**src/rtl/id_stream_arbiter.sv**
```systemverilog
// Round-robin arbiter framing two character streams onto one shared, reset-less
// identifier recognizer; returns one verdict per string and counts matches.
module id_stream_arbiter #(
    parameter int unsigned CNT_W = 8
) (
    input  logic             clk,
    input  logic             reset,
    input  logic             req0_valid,
    input  logic [7:0]       req0_char,
    input  logic             req0_last,
    output logic             req0_ready,
    input  logic             req1_valid,
    input  logic [7:0]       req1_char,
    input  logic             req1_last,
    output logic             req1_ready,
    output logic [7:0]       rec_char,
    input  logic             rec_out,
    output logic             rsp_valid,
    output logic             rsp_id,
    output logic             rsp_match,
    output logic             rsp_err,
    output logic [CNT_W-1:0] match_cnt0,
    output logic [CNT_W-1:0] match_cnt1
);

    typedef enum logic [1:0] {
        StIdle,
        StXfer,
        StResult
    } state_t;

    localparam logic [CNT_W-1:0] CntOne = {{(CNT_W-1){1'b0}}, 1'b1};
    localparam logic [CNT_W-1:0] CntMax = {CNT_W{1'b1}};

    state_t     state_q;
    logic       grant_q;
    logic       last_served_q;

    logic       gnt_valid;
    logic       gnt_last;
    logic [7:0] gnt_char;
    logic       sel;

    assign gnt_valid = grant_q ? req1_valid : req0_valid;
    assign gnt_last  = grant_q ? req1_last  : req0_last;
    assign gnt_char  = grant_q ? req1_char  : req0_char;

    // On contention the requester not served last wins; otherwise the lone requester.
    assign sel = (req0_valid && req1_valid) ? ~last_served_q : req1_valid;

    // Anything other than a live character is 8'h00, which flushes the recognizer.
    always_comb begin
        req0_ready = 1'b0;
        req1_ready = 1'b0;
        rec_char   = 8'h00;
        if (state_q == StXfer) begin
            req0_ready = ~grant_q & req0_valid;
            req1_ready = grant_q & req1_valid;
            rec_char   = gnt_valid ? gnt_char : 8'h00;
        end
    end

    always_ff @(posedge clk or posedge reset) begin
        if (reset) begin
            state_q       <= StIdle;
            grant_q       <= 1'b0;
            last_served_q <= 1'b1;
            rsp_valid     <= 1'b0;
            rsp_id        <= 1'b0;
            rsp_match     <= 1'b0;
            rsp_err       <= 1'b0;
            match_cnt0    <= '0;
            match_cnt1    <= '0;
        end else begin
            rsp_valid <= 1'b0;
            unique case (state_q)
                StIdle: begin
                    if (req0_valid || req1_valid) begin
                        grant_q <= sel;
                        state_q <= StXfer;
                    end
                end
                StXfer: begin
                    if (gnt_valid) begin
                        if (gnt_last) begin
                            last_served_q <= grant_q;
                            state_q       <= StResult;
                        end
                    end else begin
                        // A stall cannot be held in the recognizer: abort the string.
                        rsp_valid     <= 1'b1;
                        rsp_err       <= 1'b1;
                        rsp_match     <= 1'b0;
                        rsp_id        <= grant_q;
                        last_served_q <= grant_q;
                        state_q       <= StIdle;
                    end
                end
                StResult: begin
                    rsp_valid <= 1'b1;
                    rsp_match <= rec_out;
                    rsp_err   <= 1'b0;
                    rsp_id    <= grant_q;
                    state_q   <= StIdle;
                    if (rec_out) begin
                        if (!grant_q && match_cnt0 != CntMax) begin
                            match_cnt0 <= match_cnt0 + CntOne;
                        end
                        if (grant_q && match_cnt1 != CntMax) begin
                            match_cnt1 <= match_cnt1 + CntOne;
                        end
                    end
                end
                default: state_q <= StIdle;
            endcase
        end
    end

endmodule

```
**config.mk**
```make
export PLATFORM = sky130hd
export DESIGN_NAME = id_stream_arbiter
export DESIGN_NICKNAME = d
export VERILOG_FILES = /design/src/rtl/id_stream_arbiter.sv
export SDC_FILE = /design/constraint.sdc
export NUM_CORES = 1
export LEC_CHECK = 0
export BUFFER_PORTS_ARGS = -buffer_cell sky130_fd_sc_hd__buf_4
export CORE_UTILIZATION = 38
export DETAILED_ROUTE_END_ITERATION = 16
export GPL_ROUTABILITY_DRIVEN = 0
export PLACE_DENSITY = 0.62
export SLEW_MARGIN = 20
export SYNTH_ARGS = -nofsm -noshare
export SYNTH_HDL_FRONTEND = slang
export SYNTH_SLANG_ARGS = --single-unit
```
**constraint.sdc**
```tcl
create_clock -name clk -period 1.9 [get_ports clk]
set_input_delay 0 -clock clk [delete_from_list [all_inputs] [get_ports clk]]
set_output_delay 0 -clock clk [all_outputs]
set_load 0.02 [all_outputs]
```
After elaboration in Yosys (flattened, before gate mapping)
Cells that the tools add are included.
{ "word_totals": {"ff_bits": 24, "input_bits": 23, "output_inout_bits": 30} }
{ "op_classes": {"n_bitwise": 4, "n_reduce_logical": 13, "addsub": 2, "mux": 22, "n_eq_ne": 8} }
{ "ops": {"columns": ["operator", "n"], "rows": [
  ["8-bit two-way mux", 3],
  ["8-bit by 1-bit adder with 8-bit output (second input constant)", 2],
  ["8-bit != test (second input constant)", 2],
  ["1-bit two-way mux", 11],
  ["1-bit case mux with 2 select lines", 4],
  ["2-bit AND reduction", 4],
  ["2-bit two-way mux", 3],
  ["3-bit AND reduction", 2],
  ["2-bit != test (second input constant)", 2],
  ["2-bit case mux with 2 select lines", 1],
  ["1-bit logical AND", 3],
  ["3-bit != test (second input constant)", 1],
  ["1-bit AND", 2],
  ["2-bit by 1-bit equality test with 1-bit output (second input constant)", 1],
  ["2-bit equality test (second input constant)", 1],
  ["2-bit zero test", 1],
  ["2-bit by 1-bit != test with 1-bit output (second input constant)", 1],
  ["1-bit NOT", 2],
  ["2-bit nonzero test", 1],
  ["1-bit zero test", 1],
  ["1-bit logical OR", 1]
]} }

Logic depth before layout (Yosys ltp)
Gate-level depths: netlist (run 1).
{ "depth": {"ltp_word": 4, "depth_mapped": 5, "depth_no_buf": 5} }

Worst setup path after synthesis (run 1)
No wires, ideal clock.
{ "synth_path": {"path_type": "flip-flop to flip-flop", "from": "reg match_cnt0[0]", "to": "reg match_cnt0[1]", "required_ns": 1.772, "t_arrival_ns": 1.473, "path_stages_with_launch": 5, "path_slack_ns": 0.299, "path_buffers": 0, "synth_period_minus_slack_ns": 1.601, "path_cell_list": "dfrtp_1 -> ha_1 -> nand2_1 -> o31ai_2 -> mux2_1"} }
{ "synth_via": {"elab_chain_len": 3} }
{ "synth_lines": {"columns": ["element", "line_no", "source"], "rows": [
  ["start: declaration", "22", "output logic [CNT_W-1:0] match_cnt0,"],
  ["start signal: assignment", "107", "match_cnt0 <= match_cnt0 + CntOne;"],
  ["parallel branches: the longest is 3 deep, another holds 8-bit by 1-bit adder with 8-bit output", null, null]
]} }
Several ways; the timed one is not identified.
A chain may end at the register's enable or synchronous reset.

Worst setup path after layout (run 1)
{ "layout_path": {"from": "reg grant_q", "to": "out rec_char[0]"} }
{ "layout_via": {"elab_chain_len": 3} }
{ "layout_lines": {"columns": ["element", "line_no", "source"], "rows": [
  ["start: declaration", "36", "logic grant_q;"],
  ["start signal: assignment", "79", "grant_q <= sel;"],
  ["8-bit two-way mux or 1-bit two-way mux (tied branches)", "46, 44", null],
  ["8-bit two-way mux (*)", "59", "rec_char = gnt_valid ? gnt_char : 8'h00;"],
  ["8-bit two-way mux (*)", "56", "if (state_q == StXfer) begin"],
  ["end: declaration", "16", "output logic [7:0] rec_char,"]
]} }
Every way passes the cells marked *; elsewhere a longest branch is shown, timed or not.

==> results of run 1 <==
## metal layers
metal | GRT usage | wire length [um] | up-vias
met2 | 0.294 | 1490 | 46
met3 | 0.0326 | 153 | 4
met4 | 0.0426 | 22 | 0
li1 | - | - | 629
met1 | 0.196 | 1410 | 586
met5 | 0 | 0 | -
## final cells by class
cell class	count	area (um2)
flip-flops and latches	24	602
inverters	11	41.3
multi-input cells	105	786
clock inverters	1	30.0
repair buffers	56	423
fillers	328	1680
clock buffers	3	41.3
well taps	48	60.1
## worst register-to-register path, stage by stage (launching register included)
cell,delay (ps)
dfrtp_1,400
inv_1,90
ha_1,310
nand3b_2,180
nor4_2,280
mux2_1,340
## Yosys cell counts
cell type,number,area share
mux2i_1,13,0.090
mux2_4,1,0.010
o21ai_2,2,0.012
mux2_2,2,0.016
a41oi_1,3,0.018
o21ai_0,3,0.010
nor4bb_1,1,0.0069
dfstp_2,1,0.018
dfrtp_1,23,0.40
nand2b_1,3,0.013
a21oi_1,9,0.031
nand4_1,2,0.0086
buf_6,1,0.0078
and3_1,3,0.013
xnor2_1,3,0.018
nand2_1,8,0.021
and4b_1,1,0.0069
and3_4,1,0.0078
nor2b_1,1,0.0043
a2bb2oi_1,1,0.0061
inv_1,11,0.029
ha_1,5,0.043
xor2_1,1,0.0061
or3_1,1,0.0043
nor3b_1,1,0.0052
nand3b_2,1,0.0078
and3b_2,1,0.0069
o31ai_2,1,0.0086
o32a_1,1,0.0069
o211ai_1,1,0.0052
nor4_2,2,0.017
nor3_1,5,0.017
nand4_2,1,0.0086
or3b_2,1,0.0061
a21boi_1,1,0.0052
nand3_1,5,0.017
o21a_1,1,0.0052
mux2_1,5,0.039
a31oi_1,1,0.0043
buf_2,2,0.0069
nor2_1,13,0.034
## cell usage in the layout, fill, tap and decap left out, types with 2 or more instances in the layout
master     n
buf_4     55
o21ai_0    3
ha_1       5
nand3_1    5
nor2_1    13
mux2i_1   13
nand4_1    2
dfrtp_1   23
a41oi_1    3
mux2_1     5
and3_1     3
o21ai_2    2
mux2_2     2
clkbuf_8   3
xnor2_1    3
inv_1     11
nand2_1    8
nor4_2     2
a21oi_1    9
nand2b_1   2
nor3_1     5
## kinds of logic after synthesis
group | Yosys count
AO/OA/AOI/OAI | 24
XOR/XNOR | 4
adder cells (fa/ha/maj) | 5
buffers and inverters | 14
flip-flops | 24
multiplexers | 21
AND/OR/NAND/NOR | 51
## sequential cells by signal (all words and copies together), names as in the netlist
signal,flops
grant_q,1
state_q,2
rsp_id,1
last_served_q,1
rsp_match,1
match_cnt0,8
match_cnt1,8
rsp_valid,1
rsp_err,1
## report_power, final
part           internal (mW)  switching (mW)
clock                  0.282           0.168
sequential             0.645           0.124
combinational          0.552           0.625
total                   1.48           0.916
## how the worst max path moves through the flow
stage | to | slack, ps | cells after the start
CTS | rec_char[0] | 30 | 5
finish | rec_char[0] | 160 | 5
global placement | match_cnt0[7]$_DFFE_PP0P_ | 220 | 5
floorplan | match_cnt0[1]$_DFFE_PP0P_ | 300 | 4
global route | rec_char[2] | -10 | 5
detailed placement | match_cnt0[7]$_DFFE_PP0P_ | 190 | 5
## repair_timing
action | in CTS | in global routing
setup endpoints to repair | 0 | 8
hold endpoints to repair | 23 | 0
resized for setup | 0 | 1
hold buffers | 1 | 0
==> results.py, run 1 <==
metrics = {
    "worst_setup_path": {
        "arrival_ps": 1740,
        "crit_path_end_kind": "output pin",
        "cpMostUsedCell": "buf_4",
        "worstReg2RegEnd": "match_cnt0[7]$_DFFE_PP0P_",
        "cp_slowest_stage_delay_ps": 380,
        "cp_slowest_cell": "dfrtp_1",
        "crit_path_start": "grant_q$_DFFE_PP0P_",
        "worst-path-buf-inv": 2,
        "rr_worst_depth": 5,
        "crit_family": "flip-flops",
        "reg2reg_from": "state_q[0]$_DFFE_PP0P_",
        "rrSetupSlack_ps": 190,
        "critPathRequiredTime_ps": 1900,
        "critPathMaxFanout": 13,
        "crit_path_start_kind": "register",
        "criticalPathCategory": "reg2out",
        "cp_cell_sequence": "buf_4 -> mux2i_1 -> nand2b_2 -> nor2_1 -> buf_4",
    },
    "drt": {
        "drc": 0,
        "drtIter0Drc": 59,
        "avgViaCountPerCell": 5.10,
        "ant_nets": 0,
        "vias": 1265,
        "routed_wl_um": 3070,
        "wl_per_cell_um": 12.4,
        "dr.pass1.iters": 4,
    },
    "pwr": {
        "powerDensity_mw_per_mm2": 1210,
        "p_leak_nw": 0.986,
        "ir_drop_mv": 0.714,
        "finalPower_mw": 2.40,
    },
    "place": {
        "io_buffers": 52,
        "dp.cells": 243,
        "dp_hpwl_um": 2340,
        "dpl_worst_slack_ps": 190,
        "placed_cell_area_mm2": 0.00190,
    },
    "yosys": {
        "ys_warn_count": 0,
        "synthCells": 143,
        "synth_compound_area_frac": 0.113,
        "synth_top_family_by_area": "simple AND/OR/NAND/NOR gates",
        "synth_area_mm2": 0.00145,
        "synth_xor_area_frac": 0.0242,
        "syn_nets": 171,
        "synth_simple_gate_area_share": 0.206,
        "synth_seq_cells": 24,
        "synth_fa_ha_area_frac": 0.0432,
        "synth_cell_types": 41,
        "syn_area_per_cell_um2": 10.1,
        "ys_seq_area_frac": 0.416,
        "synthMuxAreaShare": 0.155,
    },
    "layout": {
        "utilization": 0.542,
        "stdcell_count": 248,
        "finalNetCount": 229,
        "drive_gt1_frac": 0.370,
        "n_antenna_cell": 0,
        "area_delta_synth_final_pct": 37.0,
        "finalInstanceArea_mm2": 0.00198,
    },
    "clocking": {
        "insertion_delay_ps": 270,
        "cts_tree": "done",
        "numCtsBuffers": 3,
        "root_buffer": "clkbuf_8",
        "htree_levels": 1,
        "path_clk_slew_ps": 90,
        "cts.sinks": 24,
        "post-cts-setup-buffers": 0,
        "clockBufferDepth": 2,
    },
    "timing": {
        "maxSlewHeadroom": 0.743,
        "setup_viol": 0,
        "fin_crit_ps": 1740,
        "fin_crit_sh": 0.918,
        "fin_ws_ps": 155,
        "clock.fmax_ghz": 0.573,
        "holdWs_ps": 22.2,
        "tightest_slew_ps": 381,
        "finalSetupTns_ps": 0,
        "maxSlewViolCount": 0,
        "finClkSkew_ps": 8.45,
        "hold_viol": 0,
    },
    "hold_path": {
        "min_path_type": "in2reg",
        "min_from": "req1_valid",
        "hold_depth": 3,
        "hold-path-endpoint": "grant_q$_DFFE_PP0P_",
    },
    "floorplanning": {
        "initial_core_util": 0.395,
        "dieArea_mm2": 0.00406,
        "num_rows": 22,
        "dieHeight_um": 63.7,
        "core-area_mm2": 0.00366,
        "die_w_um": 63.7,
        "ioPinCount": 53,
    },
    "global_route": {
        "grt_start_max_net_pins": 25,
        "grt_pass1_wl_um": 5210,
        "grt_pass1_vias": 1171,
        "grt_usage": 0.164,
        "antenna_found_initial": 0,
        "gr-total-overflow": 0,
    },
    "status": {
        "status": "finished, final reports clean",
    },
    "run": {
        "drv_cap": 0,
    },
}
No activity file was read; power rests on OpenSTA's default activity.
==> run 2: changes to the inputs <==
--- a/config.mk
+++ b/config.mk
@@ -7,9 +7,11 @@
 export LEC_CHECK = 0
 export BUFFER_PORTS_ARGS = -buffer_cell sky130_fd_sc_hd__buf_4
 export CORE_UTILIZATION = 38
+export CTS_BUF_LIST = sky130_fd_sc_hd__clkbuf_8
 export DETAILED_ROUTE_END_ITERATION = 16
 export GPL_ROUTABILITY_DRIVEN = 0
 export PLACE_DENSITY = 0.62
+export RECOVER_POWER = 50
 export SLEW_MARGIN = 20
 export SYNTH_ARGS = -nofsm -noshare
 export SYNTH_HDL_FRONTEND = slang
==> results.py, run 2 (synthesis gave the netlist of run 1 again) <==
metrics = {
    "status": {
        "status": "finished, final reports clean",
    },
    "drt": {
        "vias": 1264,
        "dr.pass1.iters": 4,
        "drtIter0Drc": 55,
        "routed_wl_um": 3080,
        "wl_per_cell_um": 12.4,
        "drc": 0,
        "ant_nets": 0,
        "avgViaCountPerCell": 5.10,
    },
    "timing": {
        "fin_crit_sh": 0.917,
        "finClkSkew_ps": 7.86,
        "clock.fmax_ghz": 0.574,
        "maxSlewViolCount": 0,
        "finalSetupTns_ps": 0,
        "tightest_slew_ps": 1310,
        "maxSlewHeadroom": 0.130,
        "setup_viol": 0,
        "fin_crit_ps": 1740,
        "hold_viol": 0,
    },
    "pwr": {
        "p_switching_uw": 914,
        "swShare": 0.390,
        "p_int_mw": 1.43,
        "p_seq_frac": 0.328,
        "power_frac_clock": 0.192,
        "finalPower_mw": 2.34,
        "powerDensity_mw_per_mm2": 1220,
        "p_leak_nw": 0.925,
        "ir_drop_mv": 0.687,
        "comb_power_share": 0.480,
    },
    "global_route": {
        "antenna_found_initial": 0,
        "grt_start_max_net_pins": 25,
        "gr-total-overflow": 0,
        "grt_usage": 0.164,
        "grt_pass1_vias": 1171,
        "grt_pass1_wl_um": 5210,
    },
    "layout": {
        "regArea_um2": 602,
        "finalNetCount": 229,
        "fill_cells": 348,
        "multiInputGateArea_um2": 786,
        "drive_gt1_frac": 0.290,
        "finalInstanceArea_mm2": 0.00192,
        "final_common_cell": "buf_4",
        "top_regs": "match_cnt0: 8 flops, match_cnt1: 8 flops, state_q: 2 flops",
        "utilization": 0.525,
        "n_antenna_cell": 0,
        "mostFrequentLayoutCells": "buf_4, dfrtp_1, clkbuf_1",
        "stdcell_count": 248,
        "area_delta_synth_final_pct": 32.8,
    },
    "worst_setup_path": {
        "crit_path_end_kind": "output pin",
        "critPathMaxFanout": 13,
        "worstReg2RegEnd": "match_cnt0[7]$_DFFE_PP0P_",
        "rr_worst_depth": 5,
        "rrSetupSlack_ps": 190,
        "criticalPathCategory": "reg2out",
        "arrival_ps": 1740,
        "crit_path_start_kind": "register",
        "reg2reg_from": "state_q[0]$_DFFE_PP0P_",
        "critPathRequiredTime_ps": 1900,
    },
    "floorplanning": {
        "ioPinCount": 53,
        "core-area_mm2": 0.00366,
        "num_rows": 22,
        "dieArea_mm2": 0.00406,
        "initial_core_util": 0.395,
        "die_w_um": 63.7,
        "dieHeight_um": 63.7,
    },
    "run": {
        "drv_cap": 0,
    },
    "clocking": {
        "numCtsBuffers": 3,
        "root_buffer": "clkbuf_8",
        "cts.sinks": 24,
        "cts_tree": "done",
        "post-cts-setup-buffers": 0,
        "path_clk_slew_ps": 90,
        "insertion_delay_ps": 270,
        "htree_levels": 1,
        "clockBufferDepth": 2,
    },
    "place": {
        "io_buffers": 52,
        "placed_cell_area_mm2": 0.00190,
        "dp_hpwl_um": 2340,
        "dp.cells": 243,
    },
    "hold_path": {
        "hold_depth": 3,
        "min_from": "req1_valid",
        "min_path_type": "in2reg",
        "hold-path-endpoint": "grant_q$_DFFE_PP0P_",
    },
}
[run 2: cell count changes in the layout (fill, tap and decap cells not counted), sizes merged]
cell and change:
clkbuf +17, buf -17
[run 2: worst max-delay path by stage]
stage                                    from                         to  slack (ps)
detailed placement     state_q[0]$_DFFE_PP0P_  match_cnt0[7]$_DFFE_PP0P_         190
global placement       state_q[0]$_DFFE_PP0P_  match_cnt0[7]$_DFFE_PP0P_         220
floorplan           match_cnt0[0]$_DFFE_PP0P_  match_cnt0[1]$_DFFE_PP0P_         300
finish                    grant_q$_DFFE_PP0P_                rec_char[0]         160
CTS                       grant_q$_DFFE_PP0P_                rec_char[0]          30
global route              grant_q$_DFFE_PP0P_                rec_char[2]         -10
[run 2: per-stage QoR]
step	setup WS, ps	hold slack, ps
5_1_grt	-10.5	28.4
4_1_cts	30.7	13.2
3_5_place_dp	190	79.5
3_3_place_gp	219	74.6
2_1_floorplan	299	13.9
6_report	157	21.4
[run 2: area by class of cell]
| type | instances | share of cell area |
|---|---|---|
| clock buffers | 3 | 0.0215 |
| clock inverters | 1 | 0.0156 |
| inverters | 11 | 0.0215 |
| multi-input cells | 105 | 0.409 |
| flip-flops and latches | 24 | 0.313 |
| well taps | 48 | 0.0312 |
| repair buffers | 56 | 0.189 |
[run 2: per-layer routing]
metal,track usage,vias up,wire length [um],share of wire
met5,0,-,0,0
met4,0.0426,0,22,0.0071
met3,0.0326,4,164,0.053
met2,0.294,48,1490,0.48
met1,0.196,583,1400,0.45
li1,-,629,-,-
[run 2: power groups by stage]
stage / Sequential, mW / Combinational, mW / Clock [mW]
5_1_grt: 0.789 / 1.24 / 0.480
3_3_place_gp: 0.771 / 1.15 / 0
6_report: 0.768 / 1.13 / 0.449
4_1_cts: 0.767 / 1.19 / 0.463
3_5_place_dp: 0.779 / 1.17 / 0
2_1_floorplan: 0.861 / 0.698 / 0
[run 2: what timing repair did]
| action | 4_1_cts | 5_1_grt |
|---|---|---|
| hold buffers | 1 | 0 |
| hold endpoints to repair | 23 | 0 |
| setup endpoints to repair | 0 | 8 |
| resized for setup | 0 | 1 |
[run 2: critical path, stage by stage, from the launching register on]
cell and delay (ps):
dfrtp_1 380, buf_4 220, mux2i_1 350, nand2b_2 290
nor2_1 80, buf_4 160
==> run 3: changes to the inputs <==
--- a/config.mk
+++ b/config.mk
@@ -6,11 +6,11 @@
 export NUM_CORES = 1
 export LEC_CHECK = 0
 export BUFFER_PORTS_ARGS = -buffer_cell sky130_fd_sc_hd__buf_4
-export CORE_UTILIZATION = 38
+export CORE_UTILIZATION = 45
 export CTS_BUF_LIST = sky130_fd_sc_hd__clkbuf_8
 export DETAILED_ROUTE_END_ITERATION = 16
 export GPL_ROUTABILITY_DRIVEN = 0
-export PLACE_DENSITY = 0.62
+export PLACE_DENSITY = 0.72
 export RECOVER_POWER = 50
 export SLEW_MARGIN = 20
 export SYNTH_ARGS = -nofsm -noshare
==> results.py, run 3 (synthesis gave the netlist of run 1 again) <==
metrics = {
    "timing": {
        "finalSetupTns_ps": 0,
        "maxSlewHeadroom": 0.285,
        "finClkSkew_ps": 2.22,
        "maxSlewViolCount": 0,
        "setup_viol": 0,
        "rsz0062_at_grt": "no",
        "clock.fmax_ghz": 0.573,
        "fin_crit_ps": 1740,
        "fin_crit_sh": 0.918,
        "hold_viol": 0,
        "tightest_slew_ps": 1070,
    },
    "hold_path": {
        "min_path_type": "in2reg",
    },
    "layout": {
        "finalInstanceArea_mm2": 0.00190,
        "multiInputGateArea_um2": 786,
        "regArea_um2": 603,
        "mostFrequentLayoutCells": "buf_4, dfrtp_1, clkbuf_1",
        "fill_cells": 283,
        "finalNetCount": 228,
        "top_regs": "match_cnt0: 8 flops, match_cnt1: 8 flops, state_q: 2 flops",
        "utilization": 0.622,
        "drive_gt1_frac": 0.296,
        "final_common_cell": "buf_4",
        "n_antenna_cell": 0,
        "area_delta_synth_final_pct": 31.2,
    },
    "worst_setup_path": {
        "crit_path_end_kind": "register",
        "critPathMaxFanout": 8,
        "criticalPathCategory": "reg2reg",
        "arrival_ps": 1900,
        "critPathRequiredTime_ps": 2050,
        "crit_path_start_kind": "register",
    },
    "floorplanning": {
        "core-area_mm2": 0.00305,
        "die_w_um": 58.7,
        "initial_core_util": 0.474,
        "dieArea_mm2": 0.00345,
        "num_rows": 20,
        "dieHeight_um": 58.7,
        "ioPinCount": 53,
    },
    "drt": {
        "vias": 1290,
        "ant_nets": 0,
        "drtIter0Drc": 60,
        "drc": 0,
        "wl_per_cell_um": 13.3,
        "avgViaCountPerCell": 5.31,
        "routed_wl_um": 3220,
        "dr.pass1.iters": 5,
    },
    "clocking": {
        "numCtsBuffers": 3,
        "htree_levels": 1,
        "path_clk_slew_ps": 80,
        "cts.sinks": 24,
        "cts_tree": "done",
        "insertion_delay_ps": 260,
        "root_buffer": "clkbuf_8",
        "clockBufferDepth": 2,
    },
    "run": {
        "drv_cap": 0,
    },
    "global_route": {
        "grt_pass1_wl_um": 5400,
        "grt_start_max_net_pins": 21,
        "gr-total-overflow": 0,
        "antenna_found_initial": 0,
        "grt_pass1_vias": 1230,
        "grt_usage": 0.205,
    },
    "status": {
        "status": "finished, final reports clean",
    },
    "pwr": {
        "finalPower_mw": 2.23,
        "powerDensity_mw_per_mm2": 1170,
        "p_leak_nw": 0.917,
        "ir_drop_mv": 0.676,
    },
    "place": {
        "io_buffers": 52,
        "placed_cell_area_mm2": 0.00189,
        "dp_hpwl_um": 2490,
    },
}
## run 3: changes by cell type in the layout (fill, tap and decap cells not counted), sizes merged
cell,change
bufinv,-1
## run 3: repair_timing
item,in CTS,in global routing
buffers inserted,0,0
hold buffers,1,0
gates resized for setup,0,2
setup endpoints to repair,0,8
hold endpoints to repair,23,0
## run 3: final cells by class
| class | instances | share of cell area |
|---|---|---|
| Multi-Input combinational cell | 105 | 0.414 |
| Tap cell | 44 | 0.0290 |
| Sequential cell | 24 | 0.318 |
| Timing Repair Buffer | 55 | 0.189 |
| Clock buffer | 4 | 0.0290 |
| Inverter | 11 | 0.0217 |
## run 3: final timing paths
check	startpoint	to	cells after the start	slack [ps]
max in group asynchronous	reset	grant_q$_DFFE_PP0P_	4	410
hold / removal	req1_valid	grant_q$_DFFE_PP0P_	3	30
setup / recovery	state_q[0]$_DFFE_PP0P_	match_cnt0[7]$_DFFE_PP0P_	5	160
setup reg to reg	state_q[0]$_DFFE_PP0P_	match_cnt0[7]$_DFFE_PP0P_	5	160
min in group asynchronous	reset	match_cnt0[3]$_DFFE_PP0P_	3	190
hold reg to reg	last_served_q$_DFFE_PP1P_	last_served_q$_DFFE_PP1P_	2	510
## run 3: critical path, stage by stage (launching register included)
cell      delay (ps)
dfrtp_1          400
inv_1             80
ha_1             310
nand3b_2         190
nor4_2           300
mux2_1           340
## run 3: power by group
part,switching [mW],leakage [nW],internal (mW)
logic,0.595,0.591,0.492
registers,0.156,0.296,0.647
clock network,0.154,0.0288,0.185
total,0.906,0.917,1.32
## run 3: stage by stage
| step | hold slack, ps | std cells | setup slack (ps) |
|---|---|---|---|
| 2_1_floorplan | 13.9 | 143 | 299 |
| 3_3_place_gp | -89.7 | 238 | 224 |
| 3_5_place_dp | -84.8 | 238 | 176 |
| 4_1_cts | 30.5 | 243 | 48.5 |
| 5_1_grt | 64.3 | 243 | 6.59 |
| 6_report | 34.6 | 243 | 155 |
## run 3: routing by layer
metal	part of all wire	GRT usage
met4	0	0.0714
met1	0.45	0.243
met5	0	0
met3	0.050	0.0132
met2	0.50	0.388
